### src/rtl/op_dispatch_if.sv
// Request/dispatch bundle shared by the requesters, the op scheduler and the input synchronizer.
// The slave modport is the scheduler's view; master is the environment driving it.
interface op_dispatch_if #(
  parameter int N_REQ      = 4,
  parameter int FIFO_DEPTH = 8
);
  localparam int CW = $clog2(FIFO_DEPTH) + 1;

  logic [N_REQ-1:0]    req_valid;
  logic [16*N_REQ-1:0] req_op;
  logic [N_REQ-1:0]    req_ready;
  logic [15:0]         idx_op;
  logic                op_valid;
  logic                op_ack;
  logic [15:0]         target_busy;
  logic [CW-1:0]       fifo_count;
  logic                drop_err;
  logic                timeout_err;

  modport master (
    output req_valid, req_op, op_ack, target_busy,
    input  req_ready, idx_op, op_valid, fifo_count, drop_err, timeout_err
  );

  modport slave (
    input  req_valid, req_op, op_ack, target_busy,
    output req_ready, idx_op, op_valid, fifo_count, drop_err, timeout_err
  );
endinterface

### src/rtl/op_dispatch_scheduler.sv
// Round-robin arbitration of N_REQ op sources into a FIFO, drained one op at a time onto
// the single idx_op path with per-target busy, exclusive-task locking and ack timeout.
module op_dispatch_scheduler #(
  parameter int N_REQ       = 4,
  parameter int FIFO_DEPTH  = 8,
  parameter int ACK_TIMEOUT = 64
) (
  input  logic         clk,
  input  logic         rst_n,
  op_dispatch_if.slave bus
);
  localparam int RW = $clog2(N_REQ);
  localparam int AW = $clog2(FIFO_DEPTH);
  localparam int TW = $clog2(ACK_TIMEOUT);
  localparam logic [AW:0]   PTR_ONE   = 1;
  localparam logic [TW-1:0] TMR_ONE   = 1;
  localparam logic [TW-1:0] TMR_LAST  = TW'(ACK_TIMEOUT - 1);
  localparam logic [AW:0]   DEPTH_VAL = (AW + 1)'(FIFO_DEPTH);

  typedef enum logic {IDLE, ISSUE} state_e;

  state_e          state_q, state_d;
  logic [RW-1:0]   rrPtr_q;
  logic [AW:0]     wrPtr_q, rdPtr_q;
  logic [15:0]     mem_q [FIFO_DEPTH];
  logic [15:0]     idxOp_q, idxOp_d;
  logic            opValid_q, opValid_d;
  logic [TW-1:0]   timer_q, timer_d;
  logic            exclLock_q, exclLock_d;
  logic [3:0]      lockTid_q, lockTid_d;
  logic            timeoutErr_q, timeoutErr_d;
  logic            dropErr_q;

  logic [AW:0]     count;
  logic            fifoFull, fifoEmpty;
  logic [N_REQ-1:0] hiMask, hiReq;
  logic            grantAny;
  logic [RW-1:0]   grantIdx;
  logic [15:0]     grantOp;
  logic            opLegal, push, pop;
  logic [15:0]     head;
  logic [3:0]      headTid;

  function automatic logic isExcl(input logic [3:0] tid);
    return (tid >= 4'd4) && (tid <= 4'd6);
  endfunction

  assign count     = wrPtr_q - rdPtr_q;
  assign fifoFull  = (count == DEPTH_VAL);
  assign fifoEmpty = (count == '0);
  assign head      = mem_q[rdPtr_q[AW-1:0]];
  assign headTid   = head[11:8];

  // Prefer the lowest requester at or above the pointer, else wrap to the lowest overall.
  always_comb begin
    grantAny = 1'b0;
    grantIdx = '0;
    grantOp  = '0;
    hiMask   = '0;
    for (int i = 0; i < N_REQ; i++) hiMask[i] = (i >= int'(rrPtr_q));
    hiReq = bus.req_valid & hiMask;
    for (int i = N_REQ - 1; i >= 0; i--) begin
      if (bus.req_valid[i]) begin
        grantAny = 1'b1;
        grantIdx = RW'(i);
      end
    end
    for (int i = N_REQ - 1; i >= 0; i--) begin
      if (hiReq[i]) grantIdx = RW'(i);
    end
    if (fifoFull || !rst_n) grantAny = 1'b0;
    for (int i = 0; i < N_REQ; i++) begin
      if (grantIdx == RW'(i)) grantOp = bus.req_op[16*i +: 16];
    end
  end

  assign opLegal = ((grantOp[11:8] >= 4'd1)  && (grantOp[11:8] <= 4'd6))  ||
                   ((grantOp[11:8] >= 4'd10) && (grantOp[11:8] <= 4'd12)) ||
                   ((grantOp[11:8] == 4'd0)  && (grantOp[7:4] == 4'hF));
  assign push = grantAny && opLegal;

  always_comb begin
    state_d      = state_q;
    idxOp_d      = idxOp_q;
    opValid_d    = opValid_q;
    timer_d      = timer_q;
    exclLock_d   = exclLock_q;
    lockTid_d    = lockTid_q;
    timeoutErr_d = 1'b0;
    pop          = 1'b0;
    if (exclLock_q && !bus.target_busy[lockTid_q]) exclLock_d = 1'b0;
    case (state_q)
      IDLE: begin
        if (!fifoEmpty && !bus.target_busy[headTid] && !(exclLock_q && isExcl(headTid))) begin
          pop       = 1'b1;
          idxOp_d   = head;
          opValid_d = 1'b1;
          timer_d   = '0;
          state_d   = ISSUE;
        end
      end
      ISSUE: begin
        if (bus.op_ack) begin
          idxOp_d   = '0;
          opValid_d = 1'b0;
          state_d   = IDLE;
          if (isExcl(idxOp_q[11:8])) begin
            exclLock_d = 1'b1;
            lockTid_d  = idxOp_q[11:8];
          end
        end else if (timer_q == TMR_LAST) begin
          idxOp_d      = '0;
          opValid_d    = 1'b0;
          timeoutErr_d = 1'b1;
          state_d      = IDLE;
        end else begin
          timer_d = timer_q + TMR_ONE;
        end
      end
      default: state_d = IDLE;
    endcase
  end

  always_ff @(posedge clk or negedge rst_n) begin
    if (!rst_n) begin
      state_q      <= IDLE;
      idxOp_q      <= '0;
      opValid_q    <= 1'b0;
      timer_q      <= '0;
      exclLock_q   <= 1'b0;
      lockTid_q    <= '0;
      timeoutErr_q <= 1'b0;
      dropErr_q    <= 1'b0;
      rrPtr_q      <= '0;
      wrPtr_q      <= '0;
      rdPtr_q      <= '0;
    end else begin
      state_q      <= state_d;
      idxOp_q      <= idxOp_d;
      opValid_q    <= opValid_d;
      timer_q      <= timer_d;
      exclLock_q   <= exclLock_d;
      lockTid_q    <= lockTid_d;
      timeoutErr_q <= timeoutErr_d;
      dropErr_q    <= grantAny && !opLegal;
      if (grantAny) rrPtr_q <= (grantIdx == RW'(N_REQ - 1)) ? '0 : grantIdx + RW'(1);
      if (push) wrPtr_q <= wrPtr_q + PTR_ONE;
      if (pop) rdPtr_q <= rdPtr_q + PTR_ONE;
    end
  end

  // Storage needs no reset: entries are only read between the reset-cleared pointers.
  always_ff @(posedge clk) begin
    if (push) mem_q[wrPtr_q[AW-1:0]] <= grantOp;
  end

  assign bus.req_ready   = grantAny ? (N_REQ'(1) << grantIdx) : '0;
  assign bus.idx_op      = idxOp_q;
  assign bus.op_valid    = opValid_q;
  assign bus.fifo_count  = count;
  assign bus.drop_err    = dropErr_q;
  assign bus.timeout_err = timeoutErr_q;
endmodule
### src/flat_wrapper.sv
// flat-port wrapper written by rule: the top's interface ports become plain ports
module op_dispatch_scheduler_flat 
#(
  parameter int N_REQ       = 4,
  parameter int FIFO_DEPTH  = 8,
  parameter int ACK_TIMEOUT = 64
)
  (clk, rst_n, bus_req_valid, bus_req_op, bus_op_ack, bus_target_busy, bus_req_ready, bus_idx_op, bus_op_valid, bus_fifo_count, bus_drop_err, bus_timeout_err);
  op_dispatch_if #(.N_REQ(N_REQ), .FIFO_DEPTH(FIFO_DEPTH)) bus_i ();
  input  logic clk;
  input  logic rst_n;
  input wire logic [$bits(bus_i.req_valid)-1:0] bus_req_valid;
  input wire logic [$bits(bus_i.req_op)-1:0] bus_req_op;
  input wire logic [$bits(bus_i.op_ack)-1:0] bus_op_ack;
  input wire logic [$bits(bus_i.target_busy)-1:0] bus_target_busy;
  output wire logic [$bits(bus_i.req_ready)-1:0] bus_req_ready;
  output wire logic [$bits(bus_i.idx_op)-1:0] bus_idx_op;
  output wire logic [$bits(bus_i.op_valid)-1:0] bus_op_valid;
  output wire logic [$bits(bus_i.fifo_count)-1:0] bus_fifo_count;
  output wire logic [$bits(bus_i.drop_err)-1:0] bus_drop_err;
  output wire logic [$bits(bus_i.timeout_err)-1:0] bus_timeout_err;
  assign bus_i.req_valid = bus_req_valid;
  assign bus_i.req_op = bus_req_op;
  assign bus_i.op_ack = bus_op_ack;
  assign bus_i.target_busy = bus_target_busy;
  assign bus_req_ready = bus_i.req_ready;
  assign bus_idx_op = bus_i.idx_op;
  assign bus_op_valid = bus_i.op_valid;
  assign bus_fifo_count = bus_i.fifo_count;
  assign bus_drop_err = bus_i.drop_err;
  assign bus_timeout_err = bus_i.timeout_err;
  op_dispatch_scheduler #(.N_REQ(N_REQ), .FIFO_DEPTH(FIFO_DEPTH), .ACK_TIMEOUT(ACK_TIMEOUT)) u_core (.clk(clk), .rst_n(rst_n), .bus(bus_i));
endmodule
### config.mk
export PLATFORM = sky130hd
export DESIGN_NAME = op_dispatch_scheduler_flat
export DESIGN_NICKNAME = d
export VERILOG_FILES = /design/src/rtl/op_dispatch_if.sv /design/src/rtl/op_dispatch_scheduler.sv /design/src/flat_wrapper.sv
export SDC_FILE = /design/constraint.sdc
export NUM_CORES = 1
export LEC_CHECK = 0
export CORE_MARGIN = 3
export CORE_UTILIZATION = 49
export CTS_CLUSTER_DIAMETER = 80
export DETAILED_ROUTE_END_ITERATION = 12
export PLACE_DENSITY = 0.76
export SYNTH_ARGS = -nofsm -noshare
export SYNTH_HDL_FRONTEND = slang
export SYNTH_SLANG_ARGS = --single-unit
export TNS_END_PERCENT = 10
### constraint.sdc
create_clock -name clk -period 4.64 [get_ports clk]
set_input_delay 0.464 -clock clk [delete_from_list [all_inputs] [get_ports clk]]
set_output_delay 0.464 -clock clk [all_outputs]
set_load 0.1 [all_outputs]
Yosys cells after proc, flatten, opt, wreduce, memory -nomap -nowiden
Memories as Yosys holds them, arrays and structs flattened.
Cells that the tools add are included.

cells by class
  add/subtract/negate cells = 5
  order comparisons = 13
  eq/ne operators = 10
  shifts and indexed selects = 1
  muxes and demuxes = 49
  bitwise gates (word level) = 2
  reductions and logical operators = 26

operators with widths
  cell                                                                              count
  16-bit two-way mux                                                                7
  16-bit case mux with 2 select lines                                               1
  1-bit two-way mux                                                                 23
  2-bit two-way mux                                                                 9
  6-bit two-way mux                                                                 3
  4-bit by 3-bit less-or-equal comparator with 1-bit output, second input constant  3
  6-bit case mux with 2 select lines                                                1
  1-bit logical AND                                                                 11
  4-bit by 5-bit less-than comparator with 1-bit output, second input constant      2
  4-bit by 1-bit adder with 4-bit output, second input constant                     2
  1-bit binary-select mux with 4-bit select                                         2
  4-bit == test, second input constant                                              2
  4-bit by 3-bit >= comparator with 1-bit output, second input constant             2
  4-bit logical NOT                                                                 2
  6-bit by 1-bit adder with 6-bit output, second input constant                     1
  6-bit == test, second input constant                                              1
  1-bit logical NOT                                                                 6
  3-bit AND reduction                                                               2
  4-bit bitwise AND                                                                 1
  2-bit == test, second input constant                                              2
  1-bit by 2-bit >= comparator with 1-bit output, first input constant              2
  4-bit by 1-bit >= comparator with 1-bit output, second input constant             1
  4-bit >= comparator, second input constant                                        1
  4-bit less-or-equal comparator, second input constant                             1
  other kinds (14)                                                                  18

word-level totals
  register bits = 41
  memory bits (writable) = 128
  bits of input ports = 87
  output and inout bits = 27
  word-level logic and storage cells = 118
  memories kept = 1

memories
  memory        depth  width  rd ports  clocked after Yosys merged registers in  wr ports  line                         text
  u_core.mem_q  8      16     1         0                                        1         op_dispatch_scheduler.sv:25  logic [15:0] mem_q [FIFO_DEPTH];

Longest topological paths before layout
Gate-level depths: netlist of run 1.

  depth in word-level cells = 20
  mapped depth = 14
  gate-level depth less buffers = 14

Least setup slack after synthesis of run 1
OpenSTA, ideal clock, no wires.

  path kind = reg-to-reg
  start point = register u_core.rdPtr_q[2]
  end point = memory u_core.mem_q[4][0], enable pin
  setup time = 436 ps
  data arrival time = 5604 ps
  data required time = 4204 ps
  setup slack = -1400 ps
  stages on the path, launching flop included = 10
  path buffers = 2
  period minus slack after synthesis = 6040 ps
  cells stage by stage = dfrtp_1 clkbuf_1 inv_1 buf_1 ha_1 xnor2_1 nor3_1 a21oi_1 nand3_1 nor4b_1

between the ends
  cells in the longest elaborated chain, start to end = 7

RTL lines
  element                                  line                          text
  start: declaration                       op_dispatch_scheduler.sv:24   logic [AW:0] wrPtr_q, rdPtr_q;
  start signal: assignment                 op_dispatch_scheduler.sv:148  if (pop) rdPtr_q <= rdPtr_q + PTR_ONE;
  4-bit subtractor                         op_dispatch_scheduler.sv:48   assign count = wrPtr_q - rdPtr_q;
  named net bus_fifo_count[2]              flat_wrapper.sv:19            output wire logic [$bits(bus_i.fifo_count)-1:0] bus_fifo_count;
  4-bit == test                            op_dispatch_scheduler.sv:49   assign fifoFull = (count == DEPTH_VAL);
  1-bit logical OR                         op_dispatch_scheduler.sv:71   if (fifoFull || !rst_n) grantAny = 1'b0;
  1-bit two-way mux                        op_dispatch_scheduler.sv:71
  1-bit logical AND                        op_dispatch_scheduler.sv:80   assign push = grantAny && opLegal;
  1-bit two-way mux                        op_dispatch_scheduler.sv:154  if (push) mem_q[wrPtr_q[AW-1:0]] <= grantOp;
  1-bit two-way mux (not written as such)  op_dispatch_scheduler.sv:154
  end: declaration                         op_dispatch_scheduler.sv:25

The timed path passes the listed nets, and every way through them passes these cells.

Final worst setup path of run 1
  start point = input port bus_req_valid[2]
  end point = memory u_core.mem_q[0][6], enable pin

between the ends
  elaborated cells between the ends (all ways) = 34
  those cells by class = order compare (4); eq/ne (4); mux (17); bitwise (1); reduce/logical (8)

RTL lines
  element                                      line                          text
  start: declaration                           flat_wrapper.sv:12            input wire logic [$bits(bus_i.req_valid)-1:0] bus_req_valid;
  2-bit two-way mux (3 in a row)               op_dispatch_scheduler.sv:63   if (bus.req_valid[i]) begin
  2-bit two-way mux                            op_dispatch_scheduler.sv:69   if (hiReq[i]) grantIdx = RW'(i);
  2-bit two-way mux (*) (3 in a row)           op_dispatch_scheduler.sv:69
  2-bit logical NOT                            op_dispatch_scheduler.sv:73   if (grantIdx == RW'(i)) grantOp = bus.req_op[16*i +: 16];
  16-bit two-way mux (3 in a row)              op_dispatch_scheduler.sv:73
  16-bit two-way mux (*)                       op_dispatch_scheduler.sv:73
  named net u_core.grantOp[6]                  op_dispatch_scheduler.sv:39   logic [15:0] grantOp;
  4-bit == test (*)                            op_dispatch_scheduler.sv:79   ((grantOp[11:8] == 4'd0) && (grantOp[7:4] == 4'hF));
  1-bit logical AND (*)                        op_dispatch_scheduler.sv:79
  1-bit logical OR (*)                         op_dispatch_scheduler.sv:78   ((grantOp[11:8] >= 4'd10) && (grantOp[11:8] <= 4'd12)) ||
  1-bit logical AND (*)                        op_dispatch_scheduler.sv:80
  1-bit two-way mux (*)                        op_dispatch_scheduler.sv:154
  1-bit two-way mux (not written as such) (*)  op_dispatch_scheduler.sv:154

The timed path passes the listed nets; every way through them passes the cells marked *.

==> results of run 1 <==
[worst max-delay path, cell delays in order]
cell and delay (ns):
clkdlybuf4s50_1 0.54, nand2b_1 0.08, a21oi_1 0.14, a21oi_1 0.05
o21ai_0 0.19, inv_1 0.13, ha_1 0.37, buf_4 0.24
nand3b_1 0.16, a31oi_1 0.25, a41oi_1 0.15, o211ai_1 0.34
nand3_1 0.47, nor4_2 0.34, buf_4 0.32
[cells in the final DEF (no fill, tap or decap), types with 9 or more instances in the layout]
master,Yosys,layout
buf_4,2,28
clkbuf_16,0,17
clkdlybuf4s50_1,0,106
dfrtp_1,41,40
edfxtp_1,128,128
ha_1,10,10
inv_1,21,21
mux2i_1,33,33
mux4_2,34,34
nand2_1,62,62
nor2_1,9,9
o21ai_0,25,25
[worst max path at each step]
stage	from	endpoint	slack, ns	cells after the start
3_3_place_gp	bus_req_valid[2]	u_core.mem_q[4][2]	0.32	15
4_1_cts	bus_req_valid[2]	u_core.mem_q[0][6]	0.51	13
5_1_grt	bus_req_valid[2]	u_core.mem_q[4][10]	0.13	15
3_5_place_dp	bus_req_valid[2]	u_core.mem_q[6][2]	0.1	13
2_1_floorplan	u_core.rdPtr_q[2]	u_core.mem_q[4][0]	-0.03	9
6_report	bus_req_valid[2]	u_core.mem_q[0][6]	0.51	15
[registers in the layout, indices dropped and copies added (netlist names)]
register	flops
u_core.bus.drop_err	1
u_core.mem_q	128
u_core.timer_q	6
u_core.lockTid_q	4
u_core.bus.op_valid	1
u_core.state_q	1
u_core.bus.idx_op	16
u_core.wrPtr_q	4
u_core.bus.timeout_err	1
u_core.rdPtr_q	4
u_core.rrPtr_q	2
u_core.exclLock_q	1
[power by group through the flow]
| stage | Clock, mW | Sequential [mW] | Combinational, mW |
|---|---|---|---|
| 2_1_floorplan | 0 | 2.86 | 2.59 |
| 3_3_place_gp | 0 | 2.51 | 3.84 |
| 4_1_cts | 1.37 | 2.50 | 3.97 |
| 6_report | 1.34 | 2.50 | 3.94 |
| 3_5_place_dp | 0 | 2.53 | 3.96 |
| 5_1_grt | 1.44 | 2.55 | 4.25 |
[cell type report]
type | count | share of cell area
clock inverters | 15 | 0.01536
well taps | 211 | 0.02679
repair buffers | 139 | 0.1376
multi-input cells | 313 | 0.2748
flip-flops and latches | 169 | 0.4943
inverters | 21 | 0.007999
clock buffers | 17 | 0.04317
[layer usage]
layer	track usage	vias up
met1	0.2821	2497
met4	0.07468	0
met2	0.3103	233
met5	0	-
met3	0.05015	34
li1	-	2327
[cell families (layout without fill, tap and decap cells)]
| kind of cell | count (synthesis) | count (layout) |
|---|---|---|
| XOR/XNOR | 8 | 8 |
| adder cells (fa/ha/maj) | 11 | 11 |
| multiplexers | 72 | 72 |
| AO/OA/AOI/OAI | 100 | 100 |
| buffers and inverters | 47 | 192 |
| AND/OR/NAND/NOR | 122 | 122 |
| flip-flops | 169 | 169 |
==> flow_summary.toml, run 1 <==
[outcome]
status = "finished, final reports clean"

[synthesis]
ys_seq_area_frac = 0.6297
synth_compound_area_frac = 0.08898
synth_top_family_by_area = "multiplexers"
synth-edff-count = 128
netlist_area_um2 = 7734
ys_top_cells_by_count = "128 x edfxtp_1, 62 x nand2_1, 41 x dfrtp_1"
synthFlopType = "edfxtp_1"
yosysUniqueCellTypes = 57
synthTopCellsByArea = "edfxtp_1 50%, dfrtp_1 13%, mux4_2 9.9%, mux2i_1 4.3%, nand2_1 3.0%"
synthAdderAreaFrac = 0.01877
async_reset_ff_frac = 0.2426
syn_area_per_cell_um2 = 14.62
ys.warnings.count = 0
synthXorXnorAreaFrac = 0.009060
netlist_instances = 529
synth_top_area_cell = "edfxtp_1"
synth_top_area_share = 0.4970
yosysMostFrequentCell = "edfxtp_1"
synth-seq-cells = 169
syn_nets = 627
synth.area.mux_share = 0.1495
yosys.area_share.simple = 0.07733

[power_and_ir_drop]
combPwrFrac = 0.507
power_density_nw_per_um2 = 789.5
p_sw_mw = 3.391
swShare = 0.4358
total_power_mw = 7.780
p_int_mw = 4.389
p_leak_nw = 3.646
vdd_drop_max_mv = 0.4793
seq_power_share = 0.322
clkPwrFrac = 0.172

[routing]
drtPass1Iterations = 4
ant_nets = 0
vias = 5091
wl_met1_um = 7365
highest_layer = "met4"
viasPerCell = 5.753
drt_iter0_drc = 355
dr_wl_met2_um = 7784
wl_met3_um = 1158
route.detailed.drc = 0
drt_wl_total_um = 16660
wire_per_inst_um = 18.83

[floorplanning]
die_w_um = 131.6
die_height_um = 131.6
start_util = 0.5050
coreArea_um2 = 15310
num_rows = 45
ioPinCount = 114
die_area_um2 = 17330

[timing]
drv_slew = 0
finalCriticalPeriod_ns = 4.135
setup-violations-final = 0
max-slew-margin-rel = 0.3298
fin_worst_skew_ns = 0.007205
timing.hold.ws_ns = 0.2241
fin_tns_setup_ns = 0
tightest_slew_ns = 1.002
max_freq_mhz = 241.9
setup_slack_ns = 0.5055
finalCritPeriodShare = 0.8911
rsz0062_at_grt = "no"
finalHoldViolCount = 0

[worst_setup_path]
start_kind = "primary input"
crit_arrival_ns = 4.25
ff2ff_path_depth = 14
rr_startpoint = "u_core.rrPtr_q[1]"
endpoint_kind = "flip-flop"
crit_fanout = 16
worst_ep_required_time_ns = 4.75
r2r-end = "u_core.mem_q[0][6]"
reg2reg_slack_ns = 0.55
path_class = "primary input to flip-flop"

[placement]
io_buffers = 113
dp_cells = 853
hpwl_um = 12040
placed_area_um2 = 9278
dp_slack_ns = 0.09605
place_congestion = 0.9577

[layout]
multi_input_area_um2 = 2708
ff_latch_area_um2 = 4871
antenna_cells = 0
fill_cells = 1091
utilization = 0.6435
area_growth_syn_to_layout_pct = 27.42
fin_area_um2 = 9854
nets = 759
drive_gt1_frac = 0.1751
fin_cells = 885

[clock_tree]
cts_tree = "yes"
hold_buffers = 0
htree_levels = 4
max-clock-path-buffers = 2
clkLatencyLatePin_ns = 0.43
cts_buffers = 17
numClockSinks = 169
clk_pin_slew_ns = 0.07
post_cts_buffers = 0
cts_resized = 0
root_buffer = "clkbuf_16"

[grt]
grt.overflow.total = 0
grt_pass1_wl_um = 27320
grtUsageTotal = 0.2020
antenna_found_initial = 0
grt_start_max_net_pins = 42
grt_pass1_vias = 5183

[run]
max_cap_viol_count = 0

[hold_path]
hold_class = "primary input to async pin"
Note: power is estimated with default switching activity, not from simulation.
==> run 2, diff against run 1 <==
- CAP_MARGIN: unset -> 20
- CORE_UTILIZATION: 49 -> 54
- PLACE_DENSITY: 0.76 -> 0.8
- clock period: 4.64 -> 4.5 ns (I/O delays scaled with it)
==> flow_summary.toml, run 2 (synthesis gave the netlist of run 1 again) <==
[timing]
setup_slack_ns = 0.6873
drv_slew = 0
max_freq_mhz = 262.3
timing.hold.ws_ns = 0.2214
finalCritPeriodShare = 0.8473
max-slew-margin-rel = 0.3467
rsz0062_at_grt = "no"
setup-violations-final = 0
tightest_slew_ns = 0.9770
finalHoldViolCount = 0
finalCriticalPeriod_ns = 3.813
fin_worst_skew_ns = 0.01756

[routing]
wire_per_inst_um = 21.36
drt_iter0_drc = 507
drt_wl_total_um = 18410
vias = 5204
drtPass1Iterations = 5
route.detailed.drc = 0
viasPerCell = 6.037
ant_nets = 0

[grt]
antenna_found_initial = 0
grt_pass1_vias = 5308
grt.overflow.total = 0
grtUsageTotal = 0.2391
grt_pass1_wl_um = 28990
grt_start_max_net_pins = 42

[worst_setup_path]
r2r-end = "u_core.mem_q[4][6]"
crit_arrival_ns = 3.93
endpoint_kind = "flip-flop"
cp_slowest_cell = "clkdlybuf4s50_1"
ff2ff_path_depth = 16
cp-startpoint = "bus_req_valid[2]"
max_stage_delay_ns = 0.52
path_class = "primary input to flip-flop"
rr_startpoint = "u_core.rrPtr_q[1]"
worst_ep_required_time_ns = 4.62
reg2reg_slack_ns = 0.69
setup.worst_path.end = "u_core.mem_q[4][6]"
path_cells = "clkdlybuf4s50_1, nand2b_1, a21oi_1, a21oi_1, o21ai_0, inv_1, ha_1, a21oi_1, o21ai_0, a22o_1, a21boi_0, o21ai_0, buf_4, nand3_1, buf_4, nor4b_2, buf_4"
crit_fanout = 20
start_kind = "primary input"

[layout]
mostFrequentLayoutCell = "edfxtp_1"
area_growth_syn_to_layout_pct = 27.78
nets = 767
drive_gt1_frac = 0.1848
utilization = 0.7092
largest_reg_flops = 128
antenna_cells = 0
final_cell_mix = "128 x edfxtp_1, 106 x clkdlybuf4s50_1, 62 x nand2_1"

[floorplanning]
start_util = 0.5550
die_area_um2 = 15790
ioPinCount = 114
die_height_um = 125.7
die_w_um = 125.7
num_rows = 43
coreArea_um2 = 13930

[power_and_ir_drop]
vdd_drop_max_mv = 0.7681
p_leak_nw = 3.677
power_density_nw_per_um2 = 831.3

[clock_tree]
cts_buffers = 17
cts_tree = "yes"
max-clock-path-buffers = 2
numClockSinks = 169
clk_pin_slew_ns = 0.07
post_cts_buffers = 0
htree_levels = 4
root_buffer = "clkbuf_16"
cts_resized = 0
clkLatencyLatePin_ns = 0.43
hold_buffers = 0

[placement]
dp_slack_ns = 0.2598
place_congestion = 0.9875
hpwl_um = 12880
io_buffers = 113

[run]
max_cap_viol_count = 0

[outcome]
status = "finished, final reports clean"

[hold_path]
hold_class = "primary input to async pin"
[run 2: layout make-up]
cell class	instances	area [um^2]
Clock buffer	17	425.4
Sequential cell	169	4871
Clock inverter	15	157.7
Timing Repair Buffer	147	1416
Multi-Input combinational cell	313	2708
Inverter	21	78.83
Fill cell	884	4053
Tap cell	180	225.2
[run 2: per-stage QoR]
stage | setup TNS [ns] | instance area [um^2] | power, mW | instances
after floorplan | -10.84 | 7784 | 5.615 | 529
after global placement | 0 | 9291 | 6.596 | 829
after detailed placement | 0 | 9291 | 6.761 | 829
after CTS | 0 | 9874 | 8.236 | 861
after global routing | 0 | 9882 | 8.619 | 862
final | 0 | 9882 | 8.215 | 862
[run 2: worst max-delay path: cells and delay by family]
family | cells | cell delay, ns
adder cells (fa/ha/maj) | 1 | 0.43
AO/OA/AOI/OAI | 8 | 1.35
buffers and inverters | 5 | 1.28
AND/OR/NAND/NOR | 3 | 0.41
[run 2: report_power, final]
group	switching [mW]	internal, mW	leakage [nW]	total (mW)
sequential	0.289	2.31	1.68	2.60
clock	0.652	0.786	0.275	1.44
combinational	2.64	1.54	1.72	4.18
total	3.58	4.63	3.68	8.21
[run 2: worst min path at each step]
stage / start / to / depth (start not counted) / slack (ns)
after floorplan: rst_n / u_core.bus.drop_err / 0 / 0.15
after global placement: u_core.bus.op_valid / u_core.bus.op_valid / 2 / 0.46
after detailed placement: u_core.lockTid_q[2] / u_core.lockTid_q[2] / 1 / 0.48
after CTS: rst_n / u_core.lockTid_q[3] / 2 / 0.21
after global routing: rst_n / u_core.lockTid_q[3] / 2 / 0.25
final: rst_n / u_core.wrPtr_q[2] / 2 / 0.22
[run 2: routing by layer]
layer,global-route usage,part of all wire,up-vias
met5,0,0,-
met4,0.07972,0.022,0
met3,0.05428,0.080,35
met2,0.3826,0.48,269
met1,0.3298,0.42,2564
li1,-,-,2336
